### src/rtl/seq_magnitude_comparator_if.sv
// seq_magnitude_comparator_if
//   Bundles the operand and result handshakes of the sequential magnitude
//   comparator. Clock and reset are not part of the bundle.
//   Signals:
//     in_valid / in_ready   operand handshake (a, b, is_signed qualified by in_valid)
//     a, b                  WIDTH-bit operands
//     is_signed             1: two's-complement compare, 0: unsigned compare
//     out_valid / out_ready result handshake (lt, gt, eq qualified by out_valid)
//     lt, gt, eq            one-hot compare result while out_valid is high
//   Modports:
//     master  the producer/consumer side (testbench or neighbouring stages)
//     slave   the comparator itself
interface seq_magnitude_comparator_if #(
  parameter int WIDTH = 8
);
  logic             in_valid;
  logic             in_ready;
  logic [WIDTH-1:0] a;
  logic [WIDTH-1:0] b;
  logic             is_signed;
  logic             out_valid;
  logic             out_ready;
  logic             lt;
  logic             gt;
  logic             eq;

  modport master (
    output in_valid, a, b, is_signed, out_ready,
    input  in_ready, out_valid, lt, gt, eq
  );

  modport slave (
    input  in_valid, a, b, is_signed, out_ready,
    output in_ready, out_valid, lt, gt, eq
  );
endinterface

### src/rtl/seq_magnitude_comparator.sv
// seq_magnitude_comparator
//   Multi-cycle WIDTH-bit magnitude comparator with a runtime signed/unsigned
//   mode. Operands are walked MSB-first, DIGIT bits per cycle, and the walk
//   stops at the first digit that differs. Result latency after the accept
//   edge is the 1-based position of that digit (N = WIDTH/DIGIT when equal).
//   Ports:
//     clk    rising-edge clock
//     rst_n  asynchronous active-low reset
//     bus    slave side of seq_magnitude_comparator_if (operand and result
//            valid/ready handshakes, a, b, is_signed, lt, gt, eq)
//   Every output is a flop; nothing combinational reaches the interface.
module seq_magnitude_comparator #(
  parameter int WIDTH = 8,
  parameter int DIGIT = 2
) (
  input  logic                        clk,
  input  logic                        rst_n,
  seq_magnitude_comparator_if.slave   bus
);

  localparam int N   = WIDTH / DIGIT;
  localparam int K_W = (N > 1) ? $clog2(N) : 1;

  typedef enum logic [1:0] {
    IDLE    = 2'd0,
    COMPARE = 2'd1,
    DONE    = 2'd2
  } state_t;

  state_t           state, next_state;
  logic [WIDTH-1:0] a_q, a_n;
  logic [WIDTH-1:0] b_q, b_n;
  logic [K_W-1:0]   k_q, k_n;
  logic             lt_q, lt_n;
  logic             gt_q, gt_n;
  logic             eq_q, eq_n;
  logic             in_ready_q;
  logic             out_valid_q;
  logic [DIGIT-1:0] digit_a;
  logic [DIGIT-1:0] digit_b;

  // Select the digit currently under examination. A loop over constant
  // offsets keeps the part-selects static.
  always_comb begin
    digit_a = '0;
    digit_b = '0;
    for (int i = 0; i < N; i++) begin
      if (k_q == i[K_W-1:0]) begin
        digit_a = a_q[i*DIGIT +: DIGIT];
        digit_b = b_q[i*DIGIT +: DIGIT];
      end
    end
  end

  // Next-state and next-data logic. Flipping both MSBs when is_signed is set
  // maps two's-complement order onto unsigned order, so the mode needs no
  // storage of its own after capture.
  always_comb begin
    next_state = state;
    a_n        = a_q;
    b_n        = b_q;
    k_n        = k_q;
    lt_n       = lt_q;
    gt_n       = gt_q;
    eq_n       = eq_q;
    unique case (state)
      IDLE: begin
        if (in_ready_q && bus.in_valid) begin
          a_n        = {bus.a[WIDTH-1] ^ bus.is_signed, bus.a[WIDTH-2:0]};
          b_n        = {bus.b[WIDTH-1] ^ bus.is_signed, bus.b[WIDTH-2:0]};
          k_n        = K_W'(N - 1);
          next_state = COMPARE;
        end
      end
      COMPARE: begin
        if (digit_a < digit_b) begin
          lt_n       = 1'b1;
          next_state = DONE;
        end else if (digit_a > digit_b) begin
          gt_n       = 1'b1;
          next_state = DONE;
        end else if (k_q == '0) begin
          eq_n       = 1'b1;
          next_state = DONE;
        end else begin
          k_n = k_q - K_W'(1);
        end
      end
      DONE: begin
        if (bus.out_ready) begin
          lt_n       = 1'b0;
          gt_n       = 1'b0;
          eq_n       = 1'b0;
          next_state = IDLE;
        end
      end
      default: begin
        next_state = IDLE;
      end
    endcase
  end

  // State and datapath registers. in_ready and out_valid are registered
  // decodes of the next state so they change on the same edge as the state.
  always_ff @(posedge clk or negedge rst_n) begin
    if (!rst_n) begin
      state       <= IDLE;
      a_q         <= '0;
      b_q         <= '0;
      k_q         <= '0;
      lt_q        <= 1'b0;
      gt_q        <= 1'b0;
      eq_q        <= 1'b0;
      in_ready_q  <= 1'b0;
      out_valid_q <= 1'b0;
    end else begin
      state       <= next_state;
      a_q         <= a_n;
      b_q         <= b_n;
      k_q         <= k_n;
      lt_q        <= lt_n;
      gt_q        <= gt_n;
      eq_q        <= eq_n;
      in_ready_q  <= (next_state == IDLE);
      out_valid_q <= (next_state == DONE);
    end
  end

  assign bus.in_ready  = in_ready_q;
  assign bus.out_valid = out_valid_q;
  assign bus.lt        = lt_q;
  assign bus.gt        = gt_q;
  assign bus.eq        = eq_q;

endmodule

### src/flat_wrapper.sv
// flat-port wrapper written by rule: the top's interface ports become plain ports
module seq_magnitude_comparator_flat 
#(
  parameter int WIDTH = 8,
  parameter int DIGIT = 2
)
  (clk, rst_n, bus_in_valid, bus_a, bus_b, bus_is_signed, bus_out_ready, bus_in_ready, bus_out_valid, bus_lt, bus_gt, bus_eq);
  seq_magnitude_comparator_if #(.WIDTH(WIDTH)) bus_i ();
  input  logic clk;
  input  logic rst_n;
  input wire logic [$bits(bus_i.in_valid)-1:0] bus_in_valid;
  input wire logic [$bits(bus_i.a)-1:0] bus_a;
  input wire logic [$bits(bus_i.b)-1:0] bus_b;
  input wire logic [$bits(bus_i.is_signed)-1:0] bus_is_signed;
  input wire logic [$bits(bus_i.out_ready)-1:0] bus_out_ready;
  output wire logic [$bits(bus_i.in_ready)-1:0] bus_in_ready;
  output wire logic [$bits(bus_i.out_valid)-1:0] bus_out_valid;
  output wire logic [$bits(bus_i.lt)-1:0] bus_lt;
  output wire logic [$bits(bus_i.gt)-1:0] bus_gt;
  output wire logic [$bits(bus_i.eq)-1:0] bus_eq;
  assign bus_i.in_valid = bus_in_valid;
  assign bus_i.a = bus_a;
  assign bus_i.b = bus_b;
  assign bus_i.is_signed = bus_is_signed;
  assign bus_i.out_ready = bus_out_ready;
  assign bus_in_ready = bus_i.in_ready;
  assign bus_out_valid = bus_i.out_valid;
  assign bus_lt = bus_i.lt;
  assign bus_gt = bus_i.gt;
  assign bus_eq = bus_i.eq;
  seq_magnitude_comparator #(.WIDTH(WIDTH), .DIGIT(DIGIT)) u_core (.clk(clk), .rst_n(rst_n), .bus(bus_i));
endmodule
### config.mk
export PLATFORM = sky130hd
export DESIGN_NAME = seq_magnitude_comparator_flat
export DESIGN_NICKNAME = d
export VERILOG_FILES = /design/src/rtl/seq_magnitude_comparator_if.sv /design/src/rtl/seq_magnitude_comparator.sv /design/src/flat_wrapper.sv
export SDC_FILE = /design/constraint.sdc
export NUM_CORES = 1
export LEC_CHECK = 0
export CAP_MARGIN = 20
export CORE_UTILIZATION = 45
export CTS_CLUSTER_DIAMETER = 200
export CTS_CLUSTER_SIZE = 8
export DETAILED_ROUTE_END_ITERATION = 6
export PLACE_DENSITY_LB_ADDON = 0.25
export SYNTH_ARGS = -nofsm -noshare
export SYNTH_HDL_FRONTEND = slang
export SYNTH_SLANG_ARGS = --single-unit
### constraint.sdc
create_clock -name clk -period 2.25 [get_ports clk]
set_input_delay 0.45 -clock clk [delete_from_list [all_inputs] [get_ports clk]]
set_output_delay 0.45 -clock clk [all_outputs]
set_load 0.03 [all_outputs]
==> results of run 1 <==
[registers in the layout, indices dropped and copies added, names as in the netlist]
name,count
u_core.a_q,8
u_core.b_q,8
u_core.bus.eq,1
u_core.bus.gt,1
u_core.bus.in_ready,1
u_core.bus.lt,1
u_core.bus.out_valid,1
u_core.k_q,2
u_core.state,2
[worst max-delay path by stage]
stage                                      to  cells past startpoint
CTS                 u_core.k_q[0]$_DFFE_PN0P_                      8
finish              u_core.k_q[0]$_DFFE_PN0P_                      9
detailed placement  u_core.k_q[0]$_DFFE_PN0P_                      9
global placement    u_core.k_q[1]$_DFFE_PN0P_                      9
floorplan           u_core.k_q[0]$_DFFE_PN0P_                      9
global route        u_core.k_q[0]$_DFFE_PN0P_                      9
[stage by stage]
step	util	TNS [ns]	setup slack, ns
final	0.647	0	0.0368
after global routing	0.647	-0.203	-0.0989
after CTS	0.618	0	0.00401
after detailed placement	0.605	-0.105	-0.0785
after global placement	0.605	0	0.0989
after floorplan	-	0	0.153
[layout make-up]
cell class                      count  area, sq um  area share
Inverter                            6         22.5      0.0137
Tap cell                           30         37.5      0.0228
Sequential cell                    25          627       0.381
Timing Repair Buffer               30          292       0.177
Clock buffer                        4         26.3      0.0160
Multi-Input combinational cell     69          642       0.390
[routing by layer]
metal	up-vias	share of wire	track usage
met2	30	0.48	0.291
met1	426	0.45	0.218
met3	4	0.057	0.0611
met5	-	0	0
met4	0	0.0084	0.0641
li1	428	-	-
[what timing repair did]
item,CTS,global route
setup endpoints to repair,5,8
pin swaps,3,8
cloned,0,0
hold buffers,0,0
resized for setup,4,15
[cells in the mapped netlist (all sizes together)]
master	instances
inv	6
xnor2	2
o21ai	4
mux2	12
nand4b	1
dfrtp	25
nand2b	3
buf	4
ha	6
a21o	2
a21oi	6
and2	2
and4bb	1
o31ai	4
mux2i	2
or2b	1
a31oi	1
nor2	7
nor2b	4
a221oi	2
a221o	2
nand2	4
a22oi	2
a41oi	1
[report_power, final]
part | switching, uW | total (uW) | internal (uW)
clock | 129 | 198 | 69.4
sequential | 149 | 808 | 659
combinational | 567 | 1200 | 634
[kinds of logic (layout without fill, tap and decap cells)]
family,after synthesis,count (layout),synth area share
muxes,14,14,0.148
adders and majority gates,6,6,0.0598
buffers and inverters,10,40,0.0498
AOI/OAI and AO/OA,24,24,0.130
xor gates and xnor gates,2,2,0.0140
DFF,25,25,0.499
and+or+nand+nor,23,23,0.101
==> results.yml, run 1 <==
status:
  status: "finished clean"
setup_path:
  regToRegStartpoint: "u_core.k_q[0]$_DFFE_PN0P_"
  critical_path_buf_inv_count: 1
  r2r_setup_slack_ns: 0.04
  crit_family: "compound AO/OA/AOI/OAI gates"
  worstPathCellList: "inv_2, ha_4, nor2b_4, a221o_1, a22oi_2, ha_2, and2_4, nand4b_1, mux2i_1"
  reg2reg_depth: 9
  cp-start-kind: "flop"
  critPathArrivalTime_ns: 2.45
  cp_slowest_cell: "dfrtp_2"
  startpoint: "u_core.k_q[0]$_DFFE_PN0P_"
  r2r_end: "u_core.k_q[0]$_DFFE_PN0P_"
  cp.required_ns: 2.49
  worstSetupEndpointType: "flop"
  criticalPathCategory: "reg2reg"
  crit_path_max_incr_delay_ns: 0.43
  crit_fanout: 4
yosys:
  synth.distinct_cells: 28
  synth-seq-area-share: 0.499
  yosys.area.top_type: "dfrtp_1"
  syn_area_per_cell_sq_um: 12.1
  netlist_area_sq_mm: 0.00125
  synth_top_cell_area_share: 0.499
  syn_nets: 131
  synthTopCellsByArea: "dfrtp_1, mux2_4, ha_1"
  yosysWarnings: 0
  synthCells: 104
  synth_seq_cells: 25
sta:
  rsz0062_at_grt: "true"
  hold_viol_final: 0
  skew_ns: 0.00351
  drv_slew: 0
  slew_headroom: 0.791
  hold_ws_ns: 0.471
  setup_viol: 0
  max_freq_mhz: 452
  finalCritPeriodShare: 0.984
  final.min_clock_period_ns: 2.21
  tightest_slew_ns: 0.313
clock_network:
  clock_latency_ns: 0.32
  cts_setup_buffers: 0
  clk_pin_slew_ns: 0.13
  cts_made_buffers: 3
  cts_max_path_buffers: 2
  ctsHtreeMaxLevel: 1
  clock_sinks: 25
  root_buffer: "clkbuf_4"
  cts_tree: "done"
placed_design:
  dp_hpwl_microns: 1710
  io_buffers: 25
  post_dp_cell_area_sq_mm: 0.00154
  place_inst: 160
  place_congestion: 0.753
pwr:
  ir_drop_uv: 808
  power_uw: 2210
  powerDensity_mw_per_mm2: 1340
  p_leak_uw: 0.000717
final_layout:
  antenna_cells: 0
  final_common_cell: "clkdlybuf4s50_1"
  layout_common_cells: "clkdlybuf4s50_1, dfrtp_1, mux2_4"
  layout.nets: 162
  fin_cells: 164
  fillers: 197
  post_route_cells_drive_above_1_share: 0.254
  design_area_sq_mm: 0.00165
  area_delta_synth_final_pct: 31.2
route:
  remaining_drc_errors: 0
  vias: 888
  wl_per_cell_microns: 15.3
  dr.pass1.iters: 4
  dr.first_iter.drc_count: 11
  drt-total-wl_microns: 2500
  ant_nets: 0
  viasPerCell: 5.41
die:
  core.rowCount: 18
  chipWidth_microns: 54.8
  initial_core_util: 0.493
  die_height_microns: 54.8
  core-area_sq_mm: 0.00254
  die_area_sq_mm: 0.00300
  ios: 26
global_routing:
  antenna_found_initial: 0
  gr-total-overflow: 0
  grt_pass1_wl_microns: 3680
  grt_pass1_vias: 868
  grt_max_degree: 26
  track_usage: 0.179
run:
  maxCapViolCount: 0
min_path:
  hold_path.class: "in2async"
Note: power is estimated with default switching activity, not from simulation.
==> run 2: changes to the inputs <==
--- a/config.mk
+++ b/config.mk
@@ -6,6 +6,7 @@
 export NUM_CORES = 1
 export LEC_CHECK = 0
 export CAP_MARGIN = 20
+export CORE_ASPECT_RATIO = 1.75
 export CORE_UTILIZATION = 45
 export CTS_CLUSTER_DIAMETER = 200
 export CTS_CLUSTER_SIZE = 8
@@ -14,3 +15,4 @@
 export SYNTH_ARGS = -nofsm -noshare
 export SYNTH_HDL_FRONTEND = slang
 export SYNTH_SLANG_ARGS = --single-unit
+export TNS_END_PERCENT = 100
==> run 2 against run 1 <==
Net effect:
- sequential power fell by 2%
- combinational power barely moved
- worst hold slack improved by 0.042 ns
- die area is 0.27% higher
- clock power increased by 34%
- design area decreased by 0.15%
- clock skew is 0.0011 ns lower
- via count shrank 1.4%
- global-route usage hardly changed
- critical path depth is 1 lower
- core utilization is 2.9 points lower
- critical path type unchanged
==> results.yml, run 2 (synthesis gave the netlist of run 1 again) <==
setup_path:
  crit_path_max_incr_delay_ns: 0.41
  cp_slowest_cell: "dfrtp_1"
  reg2reg_depth: 8
  r2r_end: "u_core.k_q[0]$_DFFE_PN0P_"
  worstPathCellList: "ha_2, buf_4, a221o_1, a22oi_2, ha_1, and2_4, nand4b_1, mux2i_1"
  startpoint: "u_core.k_q[0]$_DFFE_PN0P_"
  critPathArrivalTime_ns: 2.36
  worstSetupEndpointType: "flop"
  regToRegStartpoint: "u_core.k_q[0]$_DFFE_PN0P_"
  cp-start-kind: "flop"
  cp.required_ns: 2.44
  r2r_setup_slack_ns: 0.08
  crit_path_end: "u_core.k_q[0]$_DFFE_PN0P_"
  criticalPathCategory: "reg2reg"
  crit_fanout: 4
die:
  core.rowCount: 25
  chipWidth_microns: 41.9
  initial_core_util: 0.472
  ios: 26
  core-area_sq_mm: 0.00266
  die_area_sq_mm: 0.00301
  die_height_microns: 71.9
sta:
  setup_viol: 0
  rsz0062_at_grt: "true"
  max_freq_mhz: 461
  hold_viol_final: 0
  skew_ns: 0.00241
  finalCritPeriodShare: 0.963
  tightest_slew_ns: 0.313
  final.min_clock_period_ns: 2.17
  finalSetupTns_ns: 0
  hold_ws_ns: 0.512
  drv_slew: 0
  slew_headroom: 0.791
status:
  status: "finished clean"
global_routing:
  antenna_found_initial: 0
  grt_max_degree: 26
  track_usage: 0.179
  grt_pass1_wl_microns: 4080
  gr-total-overflow: 0
  grt_pass1_vias: 965
final_layout:
  area_delta_synth_final_pct: 31.0
  layout_common_cells: "clkdlybuf4s50_1, dfrtp_1, mux2_4"
  layout.nets: 164
  utilization: 0.618
  post_route_cells_drive_above_1_share: 0.235
  antenna_cells: 0
  reg_top3: "u_core.a_q x8, u_core.b_q x8"
pwr:
  p_leak_uw: 0.000744
  powerDensity_mw_per_mm2: 1360
  ir_drop_uv: 721
clock_network:
  cts_made_buffers: 3
  cts_setup_buffers: 0
  cts_max_path_buffers: 2
  clock_latency_ns: 0.27
  ctsHtreeMaxLevel: 1
  root_buffer: "clkbuf_8"
  clk_pin_slew_ns: 0.08
  cts_tree: "done"
  cts_hold_buffers: 0
  clock_sinks: 25
run:
  maxCapViolCount: 0
placed_design:
  dp_hpwl_microns: 1870
  io_buffers: 25
  place_congestion: 0.820
route:
  remaining_drc_errors: 0
  drt-total-wl_microns: 2390
  vias: 876
  viasPerCell: 5.37
  dr.pass1.iters: 4
  wl_per_cell_microns: 14.7
  dr.first_iter.drc_count: 8
  ant_nets: 0
min_path:
  hold_path.class: "reg2reg"
  hold_depth: 2
  worstHoldStart: "u_core.bus.gt$_DFFE_PN0P_"
[run 2: changes by cell type in the layout (fill, tap and decap cells not counted), sizes merged]
| cell | before | now |
|---|---|---|
| buf | 5 | 7 |
[run 2: area by class of cell]
type                            instances  area [sq um]
Fill cell                             217          1010
Timing Repair Buffer                   32           303
Tap cell                               27          33.8
Multi-Input combinational cell         69           614
Clock buffer                            4          45.0
Sequential cell                        25           626
Inverter                                6          22.5
[run 2: critical path: cells and delay by family, from the launching register on]
| kind | cells | cell delay (ns) |
|---|---|---|
| adder cells (fa/ha/maj) | 2 | 0.49 |
| AO/OA/AOI/OAI | 2 | 0.49 |
| flip-flops | 1 | 0.41 |
| AND/OR/NAND/NOR | 2 | 0.33 |
| multiplexers | 1 | 0.22 |
| buffers and inverters | 1 | 0.16 |
[run 2: worst min path at each step]
stage | endpoint | slack (ns)
after global routing | u_core.a_q[5]$_DFFE_PN0P_ | 0.55
after floorplan | u_core.a_q[0]$_DFFE_PN0P_ | 0.15
final | u_core.bus.gt$_DFFE_PN0P_ | 0.51
after global placement | u_core.bus.lt$_DFFE_PN0P_ | 0.49
after detailed placement | u_core.bus.gt$_DFFE_PN0P_ | 0.50
after CTS | u_core.bus.gt$_DFFE_PN0P_ | 0.52
[run 2: stage by stage]
step,area [sq um],worst slack (ns),cells,total power (uW)
detailed placement,1550,-0.0613,159,1860
CTS,1610,0.00952,163,2170
global placement,1550,0.0727,159,1810
floorplan,1250,0.153,104,1560
finish,1640,0.0822,163,2230
global route,1640,-0.0185,163,2400
[run 2: repair_timing]
item / 4_1_cts / 5_1_grt
gates resized for setup: 3 / 8
pin swaps: 3 / 3
cloned: 0 / 0
endpoints found under the setup margin: 5 / 6
endpoints found under the hold margin: 0 / 0
[run 2: where the power goes]
part	internal [uW]	switching [uW]	leakage (uW)	total (uW)
sequential	659	135	0.000294	795
combinational	624	544	0.000427	1170
clock	127	139	0.0000228	266
[run 2: per-layer routing]
metal / wire [microns] / track usage / share of wire
met1: 904 / 0.202 / 0.38
met2: 1370 / 0.318 / 0.57
met3: 68 / 0.0126 / 0.028
met4: 53 / 0.115 / 0.022
met5: 0 / 0 / 0
==> run 3: changes to the inputs <==
--- a/config.mk
+++ b/config.mk
@@ -7,7 +7,7 @@
 export LEC_CHECK = 0
 export CAP_MARGIN = 20
 export CORE_ASPECT_RATIO = 1.75
-export CORE_UTILIZATION = 45
+export CORE_UTILIZATION = 30
 export CTS_CLUSTER_DIAMETER = 200
 export CTS_CLUSTER_SIZE = 8
 export DETAILED_ROUTE_END_ITERATION = 6
==> run 3 against run 2 <==
Net effect:
- setup slack worse by 0.012 ns
- critical endpoint is now u_core.k_q[1]$_DFFE_PN0P_
- flip-flop and latch count stayed put
- sequential share of layout area is 0.97 points lower
- final cell count is 13% higher
- total power hardly changed
- largest power group unchanged
==> results.yml, run 3 (synthesis gave the netlist of run 1 again) <==
final_layout:
  final_common_cell: "clkdlybuf4s50_1"
  fillers: 389
  reg_top3: "u_core.a_q x8, u_core.b_q x8"
  post_route_cells_drive_above_1_share: 0.257
  layout.nets: 164
  antenna_cells: 0
  fin_cells: 184
  utilization: 0.429
  design_area_sq_mm: 0.00169
  layout_common_cells: "clkdlybuf4s50_1, dfrtp_1, mux2_4"
  area_delta_synth_final_pct: 34.7
setup_path:
  cp.required_ns: 2.43
  crit_family: "simple AND/OR/NAND/NOR gates"
  crit_fanout: 4
  crit_path_max_incr_delay_ns: 0.42
  startpoint: "u_core.k_q[0]$_DFFE_PN0P_"
  criticalPathCategory: "reg2reg"
  critical_path_buf_inv_count: 1
  crit_cells: 9
  reg2reg_depth: 9
  cp-start-kind: "flop"
  regToRegStartpoint: "u_core.k_q[0]$_DFFE_PN0P_"
  cp_slowest_cell: "dfrtp_2"
  critPathArrivalTime_ns: 2.36
  worstPathCellList: "inv_2, ha_4, nor2b_4, a221o_1, a22oi_2, ha_1, and2_4, nand4b_1, mux2i_1"
  worstSetupEndpointType: "flop"
pwr:
  powerDensity_mw_per_mm2: 1320
  power_uw: 2230
  ir_drop_uv: 704
  p_leak_uw: 0.000738
status:
  status: "finished clean"
placed_design:
  io_buffers: 25
  dp_hpwl_microns: 1830
  place_congestion: 0.847
  place_inst: 180
  post_dp_cell_area_sq_mm: 0.00158
clock_network:
  cts_max_path_buffers: 2
  root_buffer: "clkbuf_8"
  ctsHtreeMaxLevel: 1
  cts_tree: "done"
  cts_hold_buffers: 0
  cts_made_buffers: 3
  clk_pin_slew_ns: 0.08
  clock_latency_ns: 0.26
  clock_sinks: 25
global_routing:
  grt_max_degree: 26
  grt_pass1_wl_microns: 4080
  antenna_found_initial: 0
  gr-total-overflow: 0
  grt_pass1_vias: 932
  track_usage: 0.121
die:
  chipWidth_microns: 50.9
  die_area_sq_mm: 0.00446
  core.rowCount: 30
  die_height_microns: 87.6
  core-area_sq_mm: 0.00394
  ios: 26
  initial_core_util: 0.318
sta:
  max_freq_mhz: 459
  finalCritPeriodShare: 0.969
  final.min_clock_period_ns: 2.18
  drv_slew: 0
  tightest_slew_ns: 0.320
  setup_viol: 0
  hold_viol_final: 0
  hold_ws_ns: 0.514
  slew_headroom: 0.786
  rsz0062_at_grt: "true"
  skew_ns: 0.00140
route:
  vias: 891
  dr.first_iter.drc_count: 9
  dr.pass1.iters: 4
  drt-total-wl_microns: 2500
  viasPerCell: 4.84
  wl_per_cell_microns: 13.6
  remaining_drc_errors: 0
  ant_nets: 0
min_path:
  hold_depth: 2
  worstHoldStart: "u_core.bus.gt$_DFFE_PN0P_"
  hold_path.class: "reg2reg"
run:
  maxCapViolCount: 0
==> run 3: cell counts in the layout (fill, tap and decap cells not counted) <==
No cell type changed its count.
==> run 3: repair_timing <==
item                                    in CTS  in global routing
endpoints found under the setup margin       2                  5
setup buffers                                0                  0
endpoints found under the hold margin        0                  0
pin swaps                                    3                 11
resized for setup                            5                 12
==> run 3: final timing paths <==
path / to / slack, ns
max: u_core.k_q[1]$_DFFE_PN0P_ / 0.07
min: u_core.bus.gt$_DFFE_PN0P_ / 0.51
max reg2reg: u_core.k_q[1]$_DFFE_PN0P_ / 0.07
min reg2reg: u_core.bus.gt$_DFFE_PN0P_ / 0.51
max in group asynchronous: u_core.k_q[0]$_DFFE_PN0P_ / 1.44
min in group asynchronous: u_core.b_q[5]$_DFFE_PN0P_ / 0.55
==> run 3: layer usage <==
metal	vias up	share of wire	global-route usage
met5	-	0	0
met3	4	0.028	0.0208
li1	433	-	-
met4	0	0.013	0.0455
met1	436	0.40	0.129
met2	18	0.56	0.232
==> run 3: power by group <==
part / internal [uW] / switching (uW)
combinational: 624 / 536
clock: 126 / 129
sequential: 661 / 151
==> run 3: tightest hold or removal path: cells and delay by family (launching register included) <==
| kind | cells | cell delay [ns] |
|---|---|---|
| AO/OA/AOI/OAI | 2 | 0.14 |
| flip-flops | 1 | 0.34 |
==> run 3: metrics by stage <==
stage	setup TNS [ns]	setup slack, ns
floorplan	0	0.153
global placement	0	0.0876
detailed placement	-0.0329	-0.0329
CTS	0	0.0131
global route	-0.0455	-0.0337
finish	0	0.0697
==> run 3: layout make-up <==
cell class / instances / area (sq um) / share of cell area
flip-flops and latches: 25 / 627 / 0.371
clock buffers: 4 / 45.0 / 0.0266
inverters: 6 / 22.5 / 0.0133
multi-input cells: 69 / 629 / 0.372
well taps: 48 / 60.1 / 0.0355
repair buffers: 32 / 307 / 0.181
